### config.mk
export PLATFORM = sky130hd
export DESIGN_NAME = fifo_bulk_reader
export DESIGN_NICKNAME = d
export VERILOG_FILES = /design/src/rtl/fifo_bulk_reader_pkg.sv /design/src/rtl/fifo_bulk_reader_skid_buffer.sv /design/src/rtl/fifo_bulk_reader.sv
export SDC_FILE = /design/constraint.sdc
export NUM_CORES = 1
export LEC_CHECK = 0
export BUFFER_PORTS_ARGS = -buffer_cell sky130_fd_sc_hd__clkbuf_2
export CAP_MARGIN = 20
export CORE_MARGIN = 2
export CORE_UTILIZATION = 48
export CTS_CLUSTER_DIAMETER = 200
export DETAILED_ROUTE_END_ITERATION = 6
export PLACE_DENSITY = 0.7
export SLEW_MARGIN = 40
export SYNTH_ARGS = -nofsm -noshare
export SYNTH_HDL_FRONTEND = slang
export SYNTH_SLANG_ARGS = --single-unit
### constraint.sdc
create_clock -name clk -period 6.65 [get_ports clk]
set_input_delay 0.3325 -clock clk [delete_from_list [all_inputs] [get_ports clk]]
set_output_delay 0.3325 -clock clk [all_outputs]
set_load 0.02 [all_outputs]
### src/rtl/fifo_bulk_reader_pkg.sv
// Shared definitions for the bulk FIFO reader: FSM encoding and skid buffer depth.
package fifo_bulk_reader_pkg;

  typedef enum logic [1:0] {
    StIdle  = 2'd0,
    StBurst = 2'd1,
    StDrain = 2'd2
  } state_e;

  localparam int unsigned SKID_DEPTH = 2;

endpackage

### src/rtl/fifo_bulk_reader_skid_buffer.sv
// Two-entry valid/ready buffer. The head entry drives the output; the upstream side has
// no ready and relies on the producer's credit accounting to never push into a full buffer.
module stream_skid_buffer #(
  parameter int unsigned WIDTH = 33
) (
  input  logic             clk,
  input  logic             rst,
  input  logic             in_valid,
  input  logic [WIDTH-1:0] in_data,
  output logic             out_valid,
  output logic [WIDTH-1:0] out_data,
  input  logic             out_ready,
  output logic [1:0]       count
);

  logic [WIDTH-1:0] head_q, head_d;
  logic [WIDTH-1:0] tail_q, tail_d;
  logic [1:0]       count_q, count_d;
  logic             pop;

  always_comb begin
    pop     = (count_q != 2'd0) && out_ready;
    head_d  = head_q;
    tail_d  = tail_q;
    count_d = count_q;
    case ({in_valid, pop})
      2'b10: begin
        if (count_q == 2'd0) head_d = in_data;
        else                 tail_d = in_data;
        count_d = count_q + 2'd1;
      end
      2'b01: begin
        head_d  = tail_q;
        count_d = count_q - 2'd1;
      end
      2'b11: begin
        // Simultaneous push and pop keeps occupancy; the new word lands behind any survivor.
        if (count_q == 2'd1) begin
          head_d = in_data;
        end else begin
          head_d = tail_q;
          tail_d = in_data;
        end
      end
      default: ;
    endcase
  end

  always_ff @(posedge clk) begin
    if (rst) begin
      head_q  <= '0;
      tail_q  <= '0;
      count_q <= 2'd0;
    end else begin
      head_q  <= head_d;
      tail_q  <= tail_d;
      count_q <= count_d;
    end
  end

  assign out_valid = (count_q != 2'd0);
  assign out_data  = head_q;
  assign count     = count_q;

endmodule

### src/rtl/fifo_bulk_reader.sv
// Reads one full bulk from the FIFO and emits it as a single stream packet with tlast,
// throttling FIFO reads so the output skid buffer can absorb any backpressure pattern.
module fifo_bulk_reader
  import fifo_bulk_reader_pkg::*;
#(
  parameter int unsigned DATA_WIDTH   = 32,
  parameter int unsigned BULK_OF_DATA = 8,
  parameter int unsigned CNT_WIDTH    = 16
) (
  input  logic                  clk,
  input  logic                  rst,
  input  logic                  enable,
  input  logic [DATA_WIDTH-1:0] fifo_rdata,
  input  logic                  fifo_r_ready,
  input  logic                  fifo_error_empty,
  output logic                  fifo_r_enable,
  output logic [DATA_WIDTH-1:0] m_tdata,
  output logic                  m_tvalid,
  output logic                  m_tlast,
  input  logic                  m_tready,
  output logic                  busy,
  output logic                  underrun,
  output logic [CNT_WIDTH-1:0]  pkt_count
);

  localparam logic [CNT_WIDTH-1:0] LastIdx = CNT_WIDTH'(BULK_OF_DATA - 1);

  state_e               state_q, state_d;
  logic [CNT_WIDTH-1:0] issued_q, issued_d;
  logic [CNT_WIDTH-1:0] beat_q, beat_d;
  logic [CNT_WIDTH-1:0] pkt_q, pkt_d;
  logic                 r_en_q, r_en_d;
  logic                 underrun_q, underrun_d;

  logic                  sk_valid;
  logic [DATA_WIDTH:0]   sk_data;
  logic [1:0]            sk_count;
  logic                  pop;
  logic [2:0]            occ_next;
  logic                  credit_ok;

  assign pop = sk_valid && m_tready;

  // Occupancy after this edge plus the read being issued must fit in the buffer.
  assign occ_next  = 3'(sk_count) + 3'(r_en_q) - 3'(pop);
  assign credit_ok = occ_next < 3'(SKID_DEPTH);

  always_comb begin
    state_d    = state_q;
    issued_d   = issued_q;
    beat_d     = beat_q + CNT_WIDTH'(r_en_q);
    pkt_d      = pkt_q;
    r_en_d     = 1'b0;
    underrun_d = underrun_q;
    unique case (state_q)
      StIdle: begin
        if (enable && fifo_r_ready && !fifo_error_empty) begin
          state_d  = StBurst;
          issued_d = '0;
          beat_d   = '0;
        end
      end
      StBurst: begin
        if (credit_ok) begin
          r_en_d   = 1'b1;
          issued_d = issued_q + 1'b1;
          if (fifo_error_empty) underrun_d = 1'b1;
          if (issued_q == LastIdx) state_d = StDrain;
        end
      end
      StDrain: begin
        if (pop && sk_data[DATA_WIDTH]) begin
          pkt_d   = pkt_q + 1'b1;
          state_d = StIdle;
        end
      end
      default: state_d = StIdle;
    endcase
  end

  always_ff @(posedge clk) begin
    if (rst) begin
      state_q    <= StIdle;
      issued_q   <= '0;
      beat_q     <= '0;
      pkt_q      <= '0;
      r_en_q     <= 1'b0;
      underrun_q <= 1'b0;
    end else begin
      state_q    <= state_d;
      issued_q   <= issued_d;
      beat_q     <= beat_d;
      pkt_q      <= pkt_d;
      r_en_q     <= r_en_d;
      underrun_q <= underrun_d;
    end
  end

  stream_skid_buffer #(
    .WIDTH (DATA_WIDTH + 1)
  ) u_skid (
    .clk       (clk),
    .rst       (rst),
    .in_valid  (r_en_q),
    .in_data   ({beat_q == LastIdx, fifo_rdata}),
    .out_valid (sk_valid),
    .out_data  (sk_data),
    .out_ready (m_tready),
    .count     (sk_count)
  );

  assign fifo_r_enable = r_en_q;
  assign m_tvalid      = sk_valid;
  assign m_tdata       = sk_data[DATA_WIDTH-1:0];
  assign m_tlast       = sk_data[DATA_WIDTH];
  assign busy          = (state_q != StIdle);
  assign underrun      = underrun_q;
  assign pkt_count     = pkt_q;

endmodule
==> results of run 1 <==
power by group through the flow:
stage               sequential, mW  clock, mW  combinational, mW
floorplan                    0.995          0              0.379
global placement             0.899          0              0.673
detailed placement           0.902          0              0.710
CTS                          0.889      0.902              0.715
global route                 0.900      0.933              0.790
finish                       0.890      0.888              0.713
kinds of logic (layout without fill, tap and decap cells):
kind of cell	count (synthesis)	after routing	synth area share
xor+xnor	25	25	0.0424
buf+inv	48	141	0.0393
mux	36	36	0.0698
simple gates	247	247	0.244
flops	120	120	0.465
compound gates	86	86	0.117
fa+ha+maj	9	9	0.0233
worst paths after layout:
check	startpoint	end	slack, ns	cells after the start
max	u_skid.count[0]	issued_q[9]	3.06	11
min	fifo_error_empty	underrun	0.06	3
max reg2reg	u_skid.count[0]	issued_q[9]	3.06	11
min reg2reg	underrun	underrun	0.46	2
per-stage QoR:
stage	total power, mW	hold slack (ns)
global route	2.62	0.0601
detailed placement	1.61	0.461
finish	2.49	0.0580
floorplan	1.37	0.446
global placement	1.57	0.450
CTS	2.51	0.0389
sequential cells by signal, indices dropped and copies added, names as in the netlist:
| register | cells |
|---|---|
| underrun | 1 |
| issued_q | 16 |
| beat_q | 16 |
| u_skid.count | 2 |
| state_q | 2 |
| u_skid.tail_q | 33 |
| pkt_count | 16 |
| fifo_r_enable | 1 |
| u_skid.out_data | 33 |
cell type report:
type                       count  area (um2)  share of cell area
inverter                      13        48.8             0.00772
clock buffer                  23         467              0.0739
multi-input combinational    403        2590               0.411
tap                          136         170              0.0269
clock inverter                 9         118              0.0186
sequential                   120        2400               0.380
timing repair buffer          96         518              0.0820
layer usage:
metal	share of wire	up-vias	track usage	routed length (um)
met4	0.017	0	0.0888	197
met2	0.49	114	0.350	5790
met3	0.055	20	0.0684	660
li1	-	2236	-	-
met5	0	-	0	0
met1	0.44	2132	0.255	5270
Yosys cell counts, types with 2 or more instances:
cell and count:
dfxtp_1 120, nor2_1 100, nor3_1 42, mux2i_1 36, a221oi_1 33, a21oi_1 26
clkbuf_1 26, xnor2_1 19, nand3_1 17, nand2_1 16, inv_1 13, nor4_1 12
or4_1 11, o21ai_0 10, o31ai_1 10, or3_1 9, ha_1 8, nand4_1 8
xor2_1 6, and2_1 5, and4_1 4, buf_2 4, nor4bb_1 4, and3_1 3
buf_1 3, a21o_1 2, a22oi_1 2, nand3b_1 2, nor3b_1 2
worst min-delay path, stage by stage:
cell and delay [ns]:
clkbuf_2 0.08, a21oi_1 0.05, nor2_1 0.07
cells in the final DEF (no fill, tap or decap), types with 17 or more instances in the layout:
cell type,count
dfxtp_1,120
nor2_1,100
clkbuf_2,90
nor3_1,42
mux2i_1,36
a221oi_1,33
a21oi_1,23
xnor2_1,19
nand3_1,17
==> flow_results.xml, run 1 <==
<?xml version="1.0" encoding="UTF-8"?>
<metrics>
  <group name="logic_synthesis">
    <metric name="asyncSetResetFlopFracSynth" unit="">0</metric>
    <metric name="synth_edf_count" unit="">0</metric>
    <metric name="ys_dominant_reg_cell" unit="">dfxtp_1</metric>
    <metric name="synthDominantCellAreaShare" unit="">0.465</metric>
    <metric name="ys.warnings.count" unit="">0</metric>
    <metric name="syn_area_per_cell" unit="um2">9.04</metric>
    <metric name="yosysSeqAreaShare" unit="">0.465</metric>
    <metric name="synth_area_leaders" unit="">dfxtp_1 47%, nor2_1 7.3%, mux2i_1 7.0%, a221oi_1 5.6%, nor3_1 4.1%</metric>
    <metric name="postSynthCellCount" unit="">571</metric>
    <metric name="post_synth_instance_area" unit="mm2">0.00516</metric>
    <metric name="synthDistinctLibCells" unit="">47</metric>
    <metric name="synth_seq_cells" unit="">120</metric>
    <metric name="syn-num-nets" unit="">618</metric>
    <metric name="synthDominantAreaCellType" unit="">dfxtp_1</metric>
  </group>
  <group name="sta">
    <metric name="fin_worst_skew" unit="ns">0.00665</metric>
    <metric name="slew-limit-headroom" unit="">0.527</metric>
    <metric name="finalHoldViolations" unit="">0</metric>
    <metric name="layout_setup_ws" unit="ns">3.06</metric>
    <metric name="slew_limit_fails" unit="">0</metric>
    <metric name="grt_setup_unrepaired" unit="">false</metric>
    <metric name="finalSetupViolCount" unit="">0</metric>
    <metric name="finalWorstPathRequiredPeriod" unit="ns">3.59</metric>
    <metric name="highest_clock_frequency_the_design_can_meet" unit="MHz">278</metric>
    <metric name="final_worst_path_cycle_share" unit="">0.540</metric>
    <metric name="max_slew.worst_pin.slew" unit="ns">0.710</metric>
    <metric name="fin_setup_tns" unit="ns">0</metric>
  </group>
  <group name="finish">
    <metric name="final_net_count" unit="">698</metric>
    <metric name="drive_gt1_frac" unit="">0.205</metric>
    <metric name="nFillCells" unit="">925</metric>
    <metric name="finished_core_util" unit="">0.609</metric>
    <metric name="synthToLayoutAreaGrowth" unit="%">22.4</metric>
    <metric name="antenna_cells_inserted" unit="">0</metric>
    <metric name="layout.cells.non_filler" unit="">800</metric>
    <metric name="finalInstanceArea" unit="mm2">0.00632</metric>
  </group>
  <group name="setup_path">
    <metric name="critical-path-max-stage-delay" unit="ns">0.53</metric>
    <metric name="crit_path_max_fanout" unit="">28</metric>
    <metric name="cpMostUsedCell" unit="">a21oi_1</metric>
    <metric name="worstPathBufferInverterCount" unit="">2</metric>
    <metric name="path_cells" unit="">inv_1, ha_1, nor2b_1, nand2_1, a21oi_1, fa_1, nor3b_1, a22oi_1, buf_4, or4_1, a21oi_1</metric>
    <metric name="critPathArrivalTime" unit="ns">4.04</metric>
    <metric name="timing.critical_path.max_delay_family" unit="">simple AND/OR/NAND/NOR gates</metric>
    <metric name="worst-endpoint-required" unit="ns">7.10</metric>
    <metric name="worst_path_max_delay_cell" unit="">or4_1</metric>
    <metric name="endpoint_kind" unit="">flip-flop</metric>
    <metric name="criticalPathCategory" unit="">flip-flop to flip-flop</metric>
    <metric name="cp-start-kind" unit="">flip-flop</metric>
  </group>
  <group name="die">
    <metric name="fp-row-count" unit="">37</metric>
    <metric name="fp.dieW" unit="um">108</metric>
    <metric name="die_h" unit="um">108</metric>
    <metric name="ios" unit="">91</metric>
    <metric name="design.die.area" unit="mm2">0.0116</metric>
    <metric name="initial_utilization" unit="">0.498</metric>
    <metric name="design.core.area" unit="mm2">0.0104</metric>
  </group>
  <group name="detailed_routing">
    <metric name="routed_via_density" unit="">5.63</metric>
    <metric name="routedWlPerCell" unit="um">14.9</metric>
    <metric name="drt_drc_violations_left" unit="">0</metric>
    <metric name="drtAntennaViolNets" unit="">0</metric>
    <metric name="via_count" unit="">4502</metric>
    <metric name="drt_pass1_iterations" unit="">4</metric>
    <metric name="route.final.wire_length" unit="um">11900</metric>
    <metric name="drt_iter0_drc" unit="">242</metric>
  </group>
  <group name="global_route">
    <metric name="global_route_wire_length_before_repair" unit="um">19800</metric>
    <metric name="first_global_vias" unit="">4343</metric>
    <metric name="grtUsageTotal" unit="">0.213</metric>
    <metric name="antenna_found_initial" unit="">0</metric>
    <metric name="gr-total-overflow" unit="">0</metric>
    <metric name="largest_net_degree_at_the_start_of_global_routing" unit="">93</metric>
  </group>
  <group name="pwr">
    <metric name="p_seq_frac" unit="">0.357</metric>
    <metric name="p_leak" unit="nW">2.34</metric>
    <metric name="sw_frac_of_total" unit="">0.344</metric>
    <metric name="clockPowerShare" unit="">0.356</metric>
    <metric name="switchingPower" unit="mW">0.858</metric>
    <metric name="max-vdd-ir-drop" unit="mV">0.232</metric>
    <metric name="power_dens_cells" unit="mW/mm2">394</metric>
    <metric name="combinationalPowerShare" unit="">0.286</metric>
    <metric name="p_int" unit="mW">1.63</metric>
  </group>
  <group name="placement">
    <metric name="place_hpwl" unit="um">7910</metric>
    <metric name="port-buffer-count" unit="">90</metric>
    <metric name="post_place_cells" unit="">768</metric>
    <metric name="gp_congestion" unit="">0.799</metric>
    <metric name="place_area" unit="mm2">0.00573</metric>
    <metric name="place_ws" unit="ns">3.14</metric>
  </group>
  <group name="job">
    <metric name="maxCapViolations" unit="">0</metric>
  </group>
  <group name="clock_network">
    <metric name="postCtsResizedCells" unit="">0</metric>
    <metric name="tritoncts_clock_tree" unit="">done</metric>
    <metric name="clock_sinks" unit="">120</metric>
    <metric name="numCtsBuffers" unit="">17</metric>
    <metric name="cts_htree_levels" unit="">4</metric>
    <metric name="cts_buffer_depth" unit="">2</metric>
    <metric name="cts.clk_slew.worst_paths" unit="ns">0.06</metric>
    <metric name="post-cts-setup-buffers" unit="">0</metric>
    <metric name="insertion_delay" unit="ns">0.52</metric>
    <metric name="cts.root.buffer_cell" unit="">clkbuf_8</metric>
    <metric name="cts_hold_buf" unit="">0</metric>
  </group>
  <group name="hold_path">
    <metric name="hp-class" unit="">input pin to flip-flop</metric>
  </group>
  <group name="outcome">
    <metric name="outcome" unit="">completed</metric>
  </group>
</metrics>
No activity file was read; power rests on OpenSTA's default activity.
==> run 2, diff against run 1 <==
PLACE_DENSITY = 0.73   (was 0.7)
clock period = 3.2 ns   (was 6.65 ns; I/O delays follow)
==> run 2 against run 1 <==
  * Critical path depth did not move
  * Critical path type unchanged
  * Sequential share of layout area fell by 2.2 points
  * Cell area rose by 6.1%
  * Clock skew rose by 0.0047 ns
  * Routed wire length rose by 5.9%
  * Setup slack got worse by 2.9 ns
  * Utilization rose by 3.7 points
==> flow_results.xml, run 2 (same netlist as run 1, synthesis figures left out) <==
<?xml version="1.0" encoding="UTF-8"?>
<metrics>
  <group name="outcome">
    <metric name="outcome" unit="">completed</metric>
  </group>
  <group name="finish">
    <metric name="highest_count_cells_in_the_layout_ignoring_fill_and_taps" unit="">120 x dfxtp_1, 100 x nor2_1, 90 x clkbuf_2</metric>
    <metric name="layout_commonest_cell" unit="">dfxtp_1</metric>
    <metric name="drive_gt1_frac" unit="">0.204</metric>
    <metric name="nFillCells" unit="">849</metric>
    <metric name="antenna_cells_inserted" unit="">0</metric>
    <metric name="multiInputGateArea" unit="mm2">0.00260</metric>
    <metric name="final_net_count" unit="">735</metric>
    <metric name="final-seq-area" unit="mm2">0.00240</metric>
    <metric name="synthToLayoutAreaGrowth" unit="%">29.8</metric>
    <metric name="finalInstanceArea" unit="mm2">0.00670</metric>
    <metric name="finished_core_util" unit="">0.646</metric>
  </group>
  <group name="global_route">
    <metric name="global_route_met1_utilization" unit="">0.269</metric>
    <metric name="global_route_wire_length_before_repair" unit="um">20900</metric>
    <metric name="gr-max-usage-layer" unit="">met2</metric>
    <metric name="met2_usage" unit="">0.377</metric>
    <metric name="grtUsageTotal" unit="">0.224</metric>
    <metric name="largest_net_degree_at_the_start_of_global_routing" unit="">54</metric>
    <metric name="gr-total-overflow" unit="">0</metric>
    <metric name="first_global_vias" unit="">4528</metric>
    <metric name="met3_usage" unit="">0.0696</metric>
    <metric name="antenna_found_initial" unit="">0</metric>
  </group>
  <group name="placement">
    <metric name="place_hpwl" unit="um">7840</metric>
    <metric name="port-buffer-count" unit="">90</metric>
    <metric name="place_ws" unit="ns">0.192</metric>
    <metric name="place_area" unit="mm2">0.00575</metric>
    <metric name="gp_congestion" unit="">0.834</metric>
  </group>
  <group name="setup_path">
    <metric name="critPathArrivalTime" unit="ns">3.48</metric>
    <metric name="worst_path_max_delay_cell" unit="">or4_1</metric>
    <metric name="endpoint_kind" unit="">flip-flop</metric>
    <metric name="worst-endpoint-required" unit="ns">3.63</metric>
    <metric name="timing.critical_path.max_delay_family" unit="">simple AND/OR/NAND/NOR gates</metric>
    <metric name="cp-start-kind" unit="">flip-flop</metric>
    <metric name="cpMostUsedCell" unit="">a21oi_1</metric>
    <metric name="crit_path_max_fanout" unit="">28</metric>
    <metric name="worstPathBufferInverterCount" unit="">2</metric>
    <metric name="critical-path-max-stage-delay" unit="ns">0.54</metric>
    <metric name="criticalPathCategory" unit="">flip-flop to flip-flop</metric>
    <metric name="path_cells" unit="">inv_1, ha_1, nor2b_1, nand2_1, a21oi_1, fa_1, nor3b_2, a22oi_1, buf_4, or4_1, a21oi_1</metric>
  </group>
  <group name="clock_network">
    <metric name="insertion_delay" unit="ns">0.52</metric>
    <metric name="cts.root.buffer_cell" unit="">clkbuf_8</metric>
    <metric name="cts_buffer_depth" unit="">2</metric>
    <metric name="tritoncts_clock_tree" unit="">done</metric>
    <metric name="clock_sinks" unit="">120</metric>
    <metric name="post-cts-setup-buffers" unit="">0</metric>
    <metric name="cts_htree_levels" unit="">4</metric>
    <metric name="cts.clk_slew.worst_paths" unit="ns">0.06</metric>
    <metric name="numCtsBuffers" unit="">17</metric>
  </group>
  <group name="detailed_routing">
    <metric name="drt_iter0_drc" unit="">307</metric>
    <metric name="drtAntennaViolNets" unit="">0</metric>
    <metric name="drt_pass1_iterations" unit="">6</metric>
    <metric name="drt_drc_violations_left" unit="">0</metric>
    <metric name="via_count" unit="">4760</metric>
    <metric name="routedWlPerCell" unit="um">15.1</metric>
    <metric name="routed_via_density" unit="">5.69</metric>
    <metric name="route.final.wire_length" unit="um">12600</metric>
  </group>
  <group name="sta">
    <metric name="fin_setup_tns" unit="ns">0</metric>
    <metric name="finalWorstPathRequiredPeriod" unit="ns">3.05</metric>
    <metric name="max_slew.worst_pin.slew" unit="ns">0.801</metric>
    <metric name="layout_setup_ws" unit="ns">0.148</metric>
    <metric name="grt_setup_unrepaired" unit="">false</metric>
    <metric name="finalHoldViolations" unit="">0</metric>
    <metric name="slew_limit_fails" unit="">0</metric>
    <metric name="fin_worst_skew" unit="ns">0.0113</metric>
    <metric name="final_worst_path_cycle_share" unit="">0.954</metric>
    <metric name="highest_clock_frequency_the_design_can_meet" unit="MHz">328</metric>
    <metric name="finalSetupViolCount" unit="">0</metric>
    <metric name="slew-limit-headroom" unit="">0.466</metric>
  </group>
  <group name="die">
    <metric name="fp-row-count" unit="">37</metric>
    <metric name="die_h" unit="um">108</metric>
    <metric name="fp.dieW" unit="um">108</metric>
    <metric name="initial_utilization" unit="">0.498</metric>
    <metric name="ios" unit="">91</metric>
    <metric name="design.die.area" unit="mm2">0.0116</metric>
    <metric name="design.core.area" unit="mm2">0.0104</metric>
  </group>
  <group name="pwr">
    <metric name="power_dens_cells" unit="mW/mm2">802</metric>
    <metric name="total_power" unit="mW">5.37</metric>
    <metric name="p_leak" unit="nW">2.52</metric>
    <metric name="max-vdd-ir-drop" unit="mV">0.657</metric>
  </group>
  <group name="job">
    <metric name="maxCapViolations" unit="">0</metric>
  </group>
  <group name="hold_path">
    <metric name="hp-class" unit="">input pin to flip-flop</metric>
  </group>
</metrics>
[run 2: path summary, 6_finish.rpt]
check                  start           end  slack (ns)  depth (start not counted)
min                   enable    state_q[0]        0.16                          4
max          u_skid.count[0]  issued_q[15]        0.15                         11
max reg2reg  u_skid.count[0]  issued_q[15]        0.15                         11
min reg2reg         underrun      underrun        0.47                          2
[run 2: metal layers]
| layer | vias to the layer above | wire length (um) |
|---|---|---|
| met5 | - | 0 |
| met4 | 0 | 154 |
| met3 | 20 | 664 |
| met2 | 143 | 6370 |
| met1 | 2284 | 5440 |
| li1 | 2313 | - |
[run 2: cell type report]
type	count	share of cell area
inverter	13	0.00728
clock buffer	17	0.0618
timing repair buffer	133	0.129
sequential	120	0.358
multi-input combinational	403	0.388
tap	136	0.0254
clock inverter	15	0.0304
[run 2: stage by stage]
step                      instances  hold slack, ns
after floorplan                 571           0.301
after global placement          771           0.399
after detailed placement        772           0.422
after CTS                       837           0.133
after global routing            837           0.172
final                           837           0.163
[run 2: worst reg2reg max path, stage by stage (launching register included)]
cell and delay [ns]:
dfxtp_1 0.40, inv_1 0.09, ha_1 0.21, nor2b_1 0.18
nand2_1 0.12, a21oi_1 0.20, fa_1 0.48, nor3b_2 0.23
a22oi_1 0.10, buf_4 0.23, or4_1 0.54, a21oi_1 0.19
[run 2: timing repair]
| item | 4_1_cts | 5_1_grt |
|---|---|---|
| resized for setup | 0 | 1 |
| hold buffers | 33 | 0 |
| setup endpoints to repair | 0 | 3 |
| hold endpoints to repair | 44 | 0 |
[run 2: where the power goes]
part           internal, mW  total [mW]  switching (mW)
sequential             1.71        1.85           0.142
clock                  1.22        1.98           0.762
combinational         0.546        1.54           0.992
total                  3.48        5.37            1.89
